<file path="config.mk">
export PLATFORM = sky130hd
export DESIGN_NAME = state_dump_tx
export DESIGN_NICKNAME = d
export VERILOG_FILES = /design/src/rtl/dbg_pkg.sv /design/src/rtl/dump_word_mux.sv /design/src/rtl/state_dump_tx.sv
export SDC_FILE = /design/constraint.sdc
export NUM_CORES = 1
export LEC_CHECK = 0
export ABC_AREA = 1
export BUFFER_PORTS_ARGS = -buffer_cell sky130_fd_sc_hd__buf_2
export CORE_MARGIN = 2
export CORE_UTILIZATION = 40
export CTS_CLUSTER_DIAMETER = 100
export DETAILED_ROUTE_END_ITERATION = 12
export PLACE_DENSITY = 0.67
export SYNTH_ARGS = -nofsm -noshare
export SYNTH_HDL_FRONTEND = slang
export SYNTH_HIERARCHICAL = 1
export SYNTH_SLANG_ARGS = --single-unit
</file>
<file path="constraint.sdc">
create_clock -name clk_i -period 2.45 [get_ports clk_i]
set_input_delay 0.3675 -clock clk_i [delete_from_list [all_inputs] [get_ports clk_i]]
set_output_delay 0.3675 -clock clk_i [all_outputs]
set_load 0.02 [all_outputs]
</file>
<file path="src/rtl/dbg_pkg.sv">
// Shared types and constants for the state dump streamer.
// Header layout: magic, drop count, sequence number.
package dbg_pkg;

  typedef enum logic [1:0] {
    ST_IDLE,
    ST_HDR,
    ST_PCW,
    ST_REG
  } state_e;

  localparam logic [7:0] DUMP_MAGIC = 8'hA5;
  localparam int DUMP_NREG = 32;
  localparam int DUMP_WORDS = DUMP_NREG + 2;

  localparam int HDR_MAGIC_LSB = 24;
  localparam int HDR_DROP_LSB = 16;
  localparam int HDR_SEQ_LSB = 0;

  function automatic logic [31:0] dump_hdr(
    input logic [7:0] drop,
    input logic [15:0] seq
  );
    logic [31:0] h;
    h = '0;
    h[HDR_MAGIC_LSB +: 8] = DUMP_MAGIC;
    h[HDR_DROP_LSB +: 8] = drop;
    h[HDR_SEQ_LSB +: 16] = seq;
    return h;
  endfunction

endpackage

</file>
<file path="src/rtl/dump_word_mux.sv">
// Output holding register for the dump stream.
// The word source follows the state the FSM is leaving.
module dump_word_mux
  import dbg_pkg::*;
#(
  parameter int XLEN = 32
) (
  input  logic            clk_i,
  input  logic            rst_n_i,
  input  logic            load_i,
  input  state_e          state_i,
  input  logic [XLEN-1:0] hdr_i,
  input  logic [XLEN-1:0] pc_i,
  input  logic [XLEN-1:0] rf_data_i,
  output logic [XLEN-1:0] data_o
);

  logic [XLEN-1:0] data_q;
  logic [XLEN-1:0] data_d;

  always_comb begin
    data_d = data_q;
    if (load_i) begin
      unique case (state_i)
        ST_IDLE: data_d = hdr_i;
        ST_HDR:  data_d = pc_i;
        ST_PCW:  data_d = rf_data_i;
        ST_REG:  data_d = rf_data_i;
        default: data_d = data_q;
      endcase
    end
  end

  always_ff @(posedge clk_i or negedge rst_n_i) begin
    if (!rst_n_i) begin
      data_q <= '0;
    end else begin
      data_q <= data_d;
    end
  end

  assign data_o = data_q;

endmodule

</file>
<file path="src/rtl/state_dump_tx.sv">
// Halts the CPU and streams one framed PC/register snapshot.
// Frame: header, PC, x0..x31 over a valid/ready word stream.
module state_dump_tx
  import dbg_pkg::*;
#(
  parameter int XLEN = 32,
  parameter int NREG = 32,
  parameter int REG_AW = 5
) (
  input  logic              clk_i,
  input  logic              rst_n_i,
  input  logic              snap_i,
  input  logic [XLEN-1:0]   pc_i,
  output logic [REG_AW-1:0] rf_addr_o,
  input  logic [XLEN-1:0]   rf_data_i,
  output logic              halt_o,
  output logic              busy_o,
  output logic              tx_valid_o,
  input  logic              tx_ready_i,
  output logic [XLEN-1:0]   tx_data_o,
  output logic              tx_last_o
);

  localparam logic [REG_AW-1:0] LAST_IDX = REG_AW'(NREG - 1);

  state_e state_q, state_d;
  logic [15:0] seq_q, seq_d;
  logic [7:0] drop_q, drop_d;
  logic [XLEN-1:0] pc_q, pc_d;
  logic [REG_AW-1:0] idx_q, idx_d;
  logic valid_q, valid_d;
  logic last_q, last_d;
  logic load;
  logic xfer;
  logic busy;

  assign xfer = valid_q & tx_ready_i;
  assign busy = (state_q != ST_IDLE);

  always_comb begin
    state_d = state_q;
    seq_d = seq_q;
    drop_d = drop_q;
    pc_d = pc_q;
    idx_d = idx_q;
    valid_d = valid_q;
    last_d = last_q;
    load = 1'b0;
    unique case (state_q)
      ST_IDLE: begin
        if (snap_i) begin
          pc_d = pc_i;
          valid_d = 1'b1;
          last_d = 1'b0;
          load = 1'b1;
          state_d = ST_HDR;
        end
      end
      ST_HDR: begin
        if (xfer) begin
          load = 1'b1;
          drop_d = '0;
          state_d = ST_PCW;
        end
      end
      ST_PCW: begin
        if (xfer) begin
          load = 1'b1;
          idx_d = '0;
          last_d = (LAST_IDX == '0);
          state_d = ST_REG;
        end
      end
      ST_REG: begin
        if (xfer) begin
          if (idx_q != LAST_IDX) begin
            load = 1'b1;
            idx_d = idx_q + REG_AW'(1);
            last_d = (idx_d == LAST_IDX);
          end else begin
            valid_d = 1'b0;
            last_d = 1'b0;
            seq_d = seq_q + 16'd1;
            state_d = ST_IDLE;
          end
        end
      end
      default: state_d = ST_IDLE;
    endcase
    // applied after the header clear so a coincident request counts as 1
    if (busy && snap_i && drop_d != 8'hFF) begin
      drop_d = drop_d + 8'd1;
    end
  end

  always_ff @(posedge clk_i or negedge rst_n_i) begin
    if (!rst_n_i) begin
      state_q <= ST_IDLE;
      seq_q <= '0;
      drop_q <= '0;
      pc_q <= '0;
      idx_q <= '0;
      valid_q <= 1'b0;
      last_q <= 1'b0;
    end else begin
      state_q <= state_d;
      seq_q <= seq_d;
      drop_q <= drop_d;
      pc_q <= pc_d;
      idx_q <= idx_d;
      valid_q <= valid_d;
      last_q <= last_d;
    end
  end

  // look one register ahead so the next word is ready at transfer
  always_comb begin
    rf_addr_o = '0;
    if (state_q == ST_REG && idx_q != LAST_IDX) begin
      rf_addr_o = idx_q + REG_AW'(1);
    end
  end

  dump_word_mux #(
    .XLEN(XLEN)
  ) u_mux (
    .clk_i    (clk_i),
    .rst_n_i  (rst_n_i),
    .load_i   (load),
    .state_i  (state_q),
    .hdr_i    (XLEN'(dump_hdr(drop_q, seq_q))),
    .pc_i     (pc_q),
    .rf_data_i(rf_data_i),
    .data_o   (tx_data_o)
  );

  assign halt_o = busy;
  assign busy_o = busy;
  assign tx_valid_o = valid_q;
  assign tx_last_o = last_q;

endmodule

</file>
**Word-level counts from Yosys, hierarchy flattened**

Index checks and enable logic that the tools add are counted.

- Logic and storage cells: 70
- Output and inout port bits: 41
- Flip-flop bits (word level): 97

- Bitwise logic cells: 2
- Add/sub/neg operators: 3
- Reduce and logical (&&, ||, !) cells: 16
- Eq/ne operators: 12
- Mux-type cells: 29

Operators by type and width:

| operator | count |
|---|---|
| 32-bit case mux with 3 select lines | 1 |
| 8-bit two-way mux | 3 |
| 5-bit two-way mux | 4 |
| 16-bit by 1-bit adder with 16-bit output, second input constant | 1 |
| 2-bit inequality test, second input constant | 6 |
| 4-bit AND reduction | 3 |
| 1-bit two-way mux | 11 |
| 2-bit two-way mux | 5 |
| 5-bit case mux with 2 select lines | 1 |
| 8-bit by 1-bit adder with 8-bit output, second input constant | 1 |
| 8-bit inequality test, second input constant | 1 |
| 2-bit case mux with 4 select lines | 1 |
| 1-bit case mux with 3 select lines | 2 |
| 2-bit nonzero test | 3 |
| 5-bit by 1-bit adder with 5-bit output, second input constant | 1 |
| 5-bit equality test, second input constant | 1 |
| 5-bit inequality test, second input constant | 1 |
| 5-bit AND reduction | 1 |
| 2-bit equality test, second input constant | 2 |
| 2-bit OR reduction | 2 |
| 1-bit logical AND | 3 |
| 3-bit AND reduction | 1 |
| 3-bit nonzero test | 1 |
| 2-bit by 1-bit equality test with 1-bit output, second input constant | 1 |
| 5 further kinds | 5 |

**Logic depth before layout (Yosys ltp)**

- Depth in word-level cells: 6
- Depth in mapped cells: 13
- Gate-level depth less buffers: 12

**By module**

The synthesis kept the hierarchy.

Modules (own cells, without submodules):

| module | area an instance (µm²) | sequential area each (µm²) | instances | cells an instance |
|---|---|---|---|---|
| state_dump_tx | 3135.5 | 1626.6 | 1 | 323 |
| dump_word_mux | 2008.2 | 800.8 | 1 | 279 |

**Worst setup path before layout**

OpenSTA, ideal clock, no wires.

- Path type: flip-flop to flip-flop
- Start: reg state_q[0]
- End: reg u_mux.data_q[0], in the netlist u_mux/data_o[0]
- Library setup time: 0.113 ns
- Cell stages (with the launch flop): 10
- Arrival time: 1.826 ns
- Setup slack: 0.511 ns
- Cells stage by stage: dfrtp_1 inv_1 ha_1 nand2_1 buf_2 nand2_1 clkbuf_1 or2_2 nand2_1 inv_1

- Longest elaborated chain between the ends: 3
- Elaborated cells between the ends (all ways): 8

RTL lines:

| what | line | source |
|---|---|---|
| start: declaration | state_dump_tx.sv:26 | `state_e state_q, state_d;` |
| start signal: assignment | state_dump_tx.sv:106 | `state_q <= state_d;` |
| 2-bit by 1-bit equality test with 1-bit output / 2-bit equality test (equally long branches) | state_dump_tx.sv:49 | `unique case (state_q)` |
| 2-bit OR reduction (no source line) | -- |  |
| 1-bit case mux with 3 select lines (*) | state_dump_tx.sv:49 |  |
| via load | state_dump_tx.sv:33 | `logic load;` |
| end signal: assignment | dump_word_mux.sv:38 | `data_q <= data_d;` |
| end: declaration | dump_word_mux.sv:18 | `logic [XLEN-1:0] data_q;` |

Mark *: on every way through the listed nets, which the timed path passes. The rest lies on a longest branch.
A chain may end at the register's enable or synchronous reset.

**Worst setup path in the final report**

- Start: reg idx_q[0]
- End: out rf_addr_o[0]

- Longest elaborated chain between the ends: 3
- Elaborated cells between the ends (all ways): 4

RTL lines:

| what | line | source |
|---|---|---|
| start: declaration | state_dump_tx.sv:30 | `logic [REG_AW-1:0] idx_q, idx_d;` |
| start signal: assignment | state_dump_tx.sv:110 | `idx_q <= idx_d;` |
| parallel branches: the longest is 2 deep, another holds 5-bit by 1-bit adder with 5-bit output | -- |  |
| 5-bit two-way mux (*) | state_dump_tx.sv:119 | `if (state_q == ST_REG && idx_q != LAST_IDX) begin` |
| end: declaration | state_dump_tx.sv:14 | `output logic [REG_AW-1:0] rf_addr_o,` |

Every way passes the cells marked *.

==> summary.md <==
| Metric | Value |
|---|---|
| Register area share after synthesis | `around 47%` |
| Largest net degree at the start of global routing | `42` |
| Final slew viol count | `0` |
| Synthesized area | `5144 µm²` |
| Drt first pass iters | `4` |
| Final WL | `around 13 mm` |
| Hold slack | `-0.3116 ps` |
| Final min period | `2237 ps` |
| Initial Util | `just over 40%` |
| Max VDD drop | `between 0.6 and 0.7 mV` |
| Worst setup EP type | `output pin` |
| Final setup violation count | `0` |
| IO Count | `109` |
| RSZ-0062 raised after global routing | `false` |
| Post-DP Area | `5841 µm²` |
| Initial antenna violation count | `0` |
| Via/cell ratio | `between 4 and 5` |
| Crit path max fanout | `7` |
| Final worst slack | `between 200 and 250 ps` |
| Static leakage | `between 3 and 4 nW` |
| Die area | `between 10000 and 15000 µm²` |
| Final Cycle Share | `about nine tenths` |
| Yosys reg bits | `a little under 100` |
| Relative slew slack | `around 58%` |
| Postcts setup bufs | `0` |
| Core outline area | `roughly 13000 µm²` |
| Die height | `about 120 µm` |
| FF-to-FF End | `u_mux/data_o[3]` |
| Worst path required time | `~2100 ps` |
| Via count | `about 4300` |
| Pwr dens | `between 1000 and 1500 nW/µm²` |
| Syn_area_per_cell | `around 8.5 µm²` |
| Largest cells by area after synthesis | `dfrtp_1 (47%), nand2_1 (9.7%), nand3_1 (7.9%)` |
| Setup slack, reg-to-reg | `around 310 ps` |
| Wire per inst | `14.07 µm` |
| Dpl hpwl | `8.887 mm` |
| # DRC | `0` |
| Area Growth Syn to Fin | `19.29%` |
| Min-Delay Path Class | `input port to asynchronous set/reset pin` |
| RePlAce Congestion | `roughly 0.9` |
| DRT antenna net count | `0` |
| CTS Buf Count | `9` |
| Max Freq | `approximately 0.45 GHz` |
| Nets | `between 700 and 800` |
| CP Class | `flop to output pin` |
| Clock Latency Late Sink | `approximately 350 ps` |
| Distinct cells, synth | `30` |
| Final Instance Area | `6136 µm²` |
| Most common cell after layout, fill and taps aside | `nand2_1` |
| Yosys top cell by area | `dfrtp_1` |
| Overall Power | `around 7.5 mW` |
| Port bufs | `about 110` |
| Final Hold Fails | `1` |
| Root cell of the clock tree | `clkbuf_16` |
| Grt ovf | `0` |
| # diodes | `0` |
| Outcome | `finished with violations` |
| Failing checks | `hold timing` |
| Final Util | `between 40% and 50%` |
| Arr. time, crit path | `approximately 1900 ps` |
| Worst-path clk slew | `about 70 ps` |
| Share of layout cells above drive strength 1 | `between 20% and 30%` |
| Share of the synthesized area in the top cell type | `47.19%` |
| Vias in the first global route | `between 4000 and 5000` |
| Row cnt | `41` |
| Max H-tree Level | `3` |
| Clock skew | `5.406 ps` |
| Setup TNS | `0 ps` |
| Maximum root-to-sink buffer count | `2` |
| Synth Warn # | `6` |
| FF-to-FF Start | `idx_q[0]` |
| TritonCTS clock tree | `built` |
| Tightest Pin Transition | `~630 ps` |
| Post-Syn Instances | `about 600` |
| Clk sink count | `97` |
| Iter 0 DRT Violations | `246` |
| First-pass GRT wire length | `21.05 mm` |
| Most frequent cells in the layout | `nand2_1 (133), buf_2 (107), dfrtp_1 (97)` |
| MaxCap Viol Count | `0` |
| Gr usage total | `18.88%` |
| Die width | `~120 µm` |
| Setup WS pre-CTS | `304.2 ps` |
| Worst r2r path cells | `12` |
| Startpoint Class | `flop` |
[worst max-delay path by stage]
| stage | startpoint | to | slack [ps] | depth (start not counted) |
|---|---|---|---|---|
| after global routing | idx_q[0] | rf_addr_o[0] | 70 | 8 |
| after floorplan | state_q[0] | u_mux/data_o[0] | 510 | 9 |
| final | idx_q[0] | rf_addr_o[0] | 210 | 8 |
| after global placement | idx_q[0] | u_mux/data_o[24] | 380 | 12 |
| after detailed placement | idx_q[0] | u_mux/data_o[0] | 300 | 12 |
| after CTS | state_q[0] | rf_addr_o[0] | 80 | 6 |
[synth_stat cells]
library cell  number
inv_1             74
nor3b_1            1
nor2_8             2
nand3_1           81
or2_2             32
o31ai_1            1
nand4_1            6
nor2_1            27
nor2_4             1
o21ai_0           17
dfrtp_1           97
o32ai_1            1
xor2_1            11
conb_1             2
nor3_1             3
nand2_1          133
a21oi_1           33
xnor2_1            3
o211ai_1           2
ha_1               9
buf_2             10
nand2_2            3
mux2_2            32
nand3_2            2
buf_6              4
buf_4              8
clkbuf_1           3
nand2_4            1
nand4_2            1
inv_2              2
[layout make-up]
type	count	area (µm²)
inverters	76	285.3
clock buffers	13	250.2
multi-input cells	410	2292
flip-flops and latches	97	2427
fillers	1216	6432
repair buffers	119	625.6
well taps	172	215.2
clock inverters	3	40.04
[timing repair]
| action | in CTS | in global routing |
|---|---|---|
| endpoints found under the setup margin | 0 | 4 |
| hold buffers | 0 | 0 |
| gates resized for setup | 0 | 3 |
[flip-flops by register name, summed over array words and instances (netlist names)]
name	flops
idx_q	5
u_mux/data_o	32
pc_q	32
tx_last_o	1
seq_q	16
tx_valid_o	1
state_q	2
drop_q	8
[worst max-delay path: stages (launching register included)]
cell     delay [ps]
dfrtp_1         410
ha_1            220
nand2_1          90
nor2_1           40
ha_1            210
nor2_2          180
inv_2           100
nor2_1          100
buf_2           170
[per-stage QoR]
stage | instances | hold WS [ps]
after global placement | 874 | 400.3
final | 890 | -0.3116
after global routing | 890 | 47.18
after CTS | 890 | 28.62
after floorplan | 608 | 71.91
after detailed placement | 874 | 405.1
[logic make-up (layout without fill, tap and decap cells)]
family                     count (synthesis)  count (layout)  share of synthesized area [%]
AOI/OAI and AO/OA                         54              54                          5.473
xor gates and xnor gates                  14              14                          2.384
adders and majority gates                  9               9                          2.189
buffers and inverters                    101             211                          8.781
DFF                                       97              97                          47.19
muxes                                     32              32                          7.006
other                                      2               8                         0.1460
and+or+nand+nor                          293             293                          26.83
[layer usage]
metal  vias to the layer above  GRT usage [%]  wire (µm)
li1                       2138              -          -
met1                      2037          22.94       5482
met2                       100          32.49       6152
met3                        17          4.377        669
met4                         0          7.380        218
met5                         -              0          0
[power by group]
part	total [mW]	internal (mW)	switching, mW	leakage (nW)
Clock	1.42	0.817	0.605	0.144
Sequential	2.60	2.24	0.362	1.18
Combinational	3.47	1.35	2.12	1.88
No activity file was read; power rests on OpenSTA's default activity.
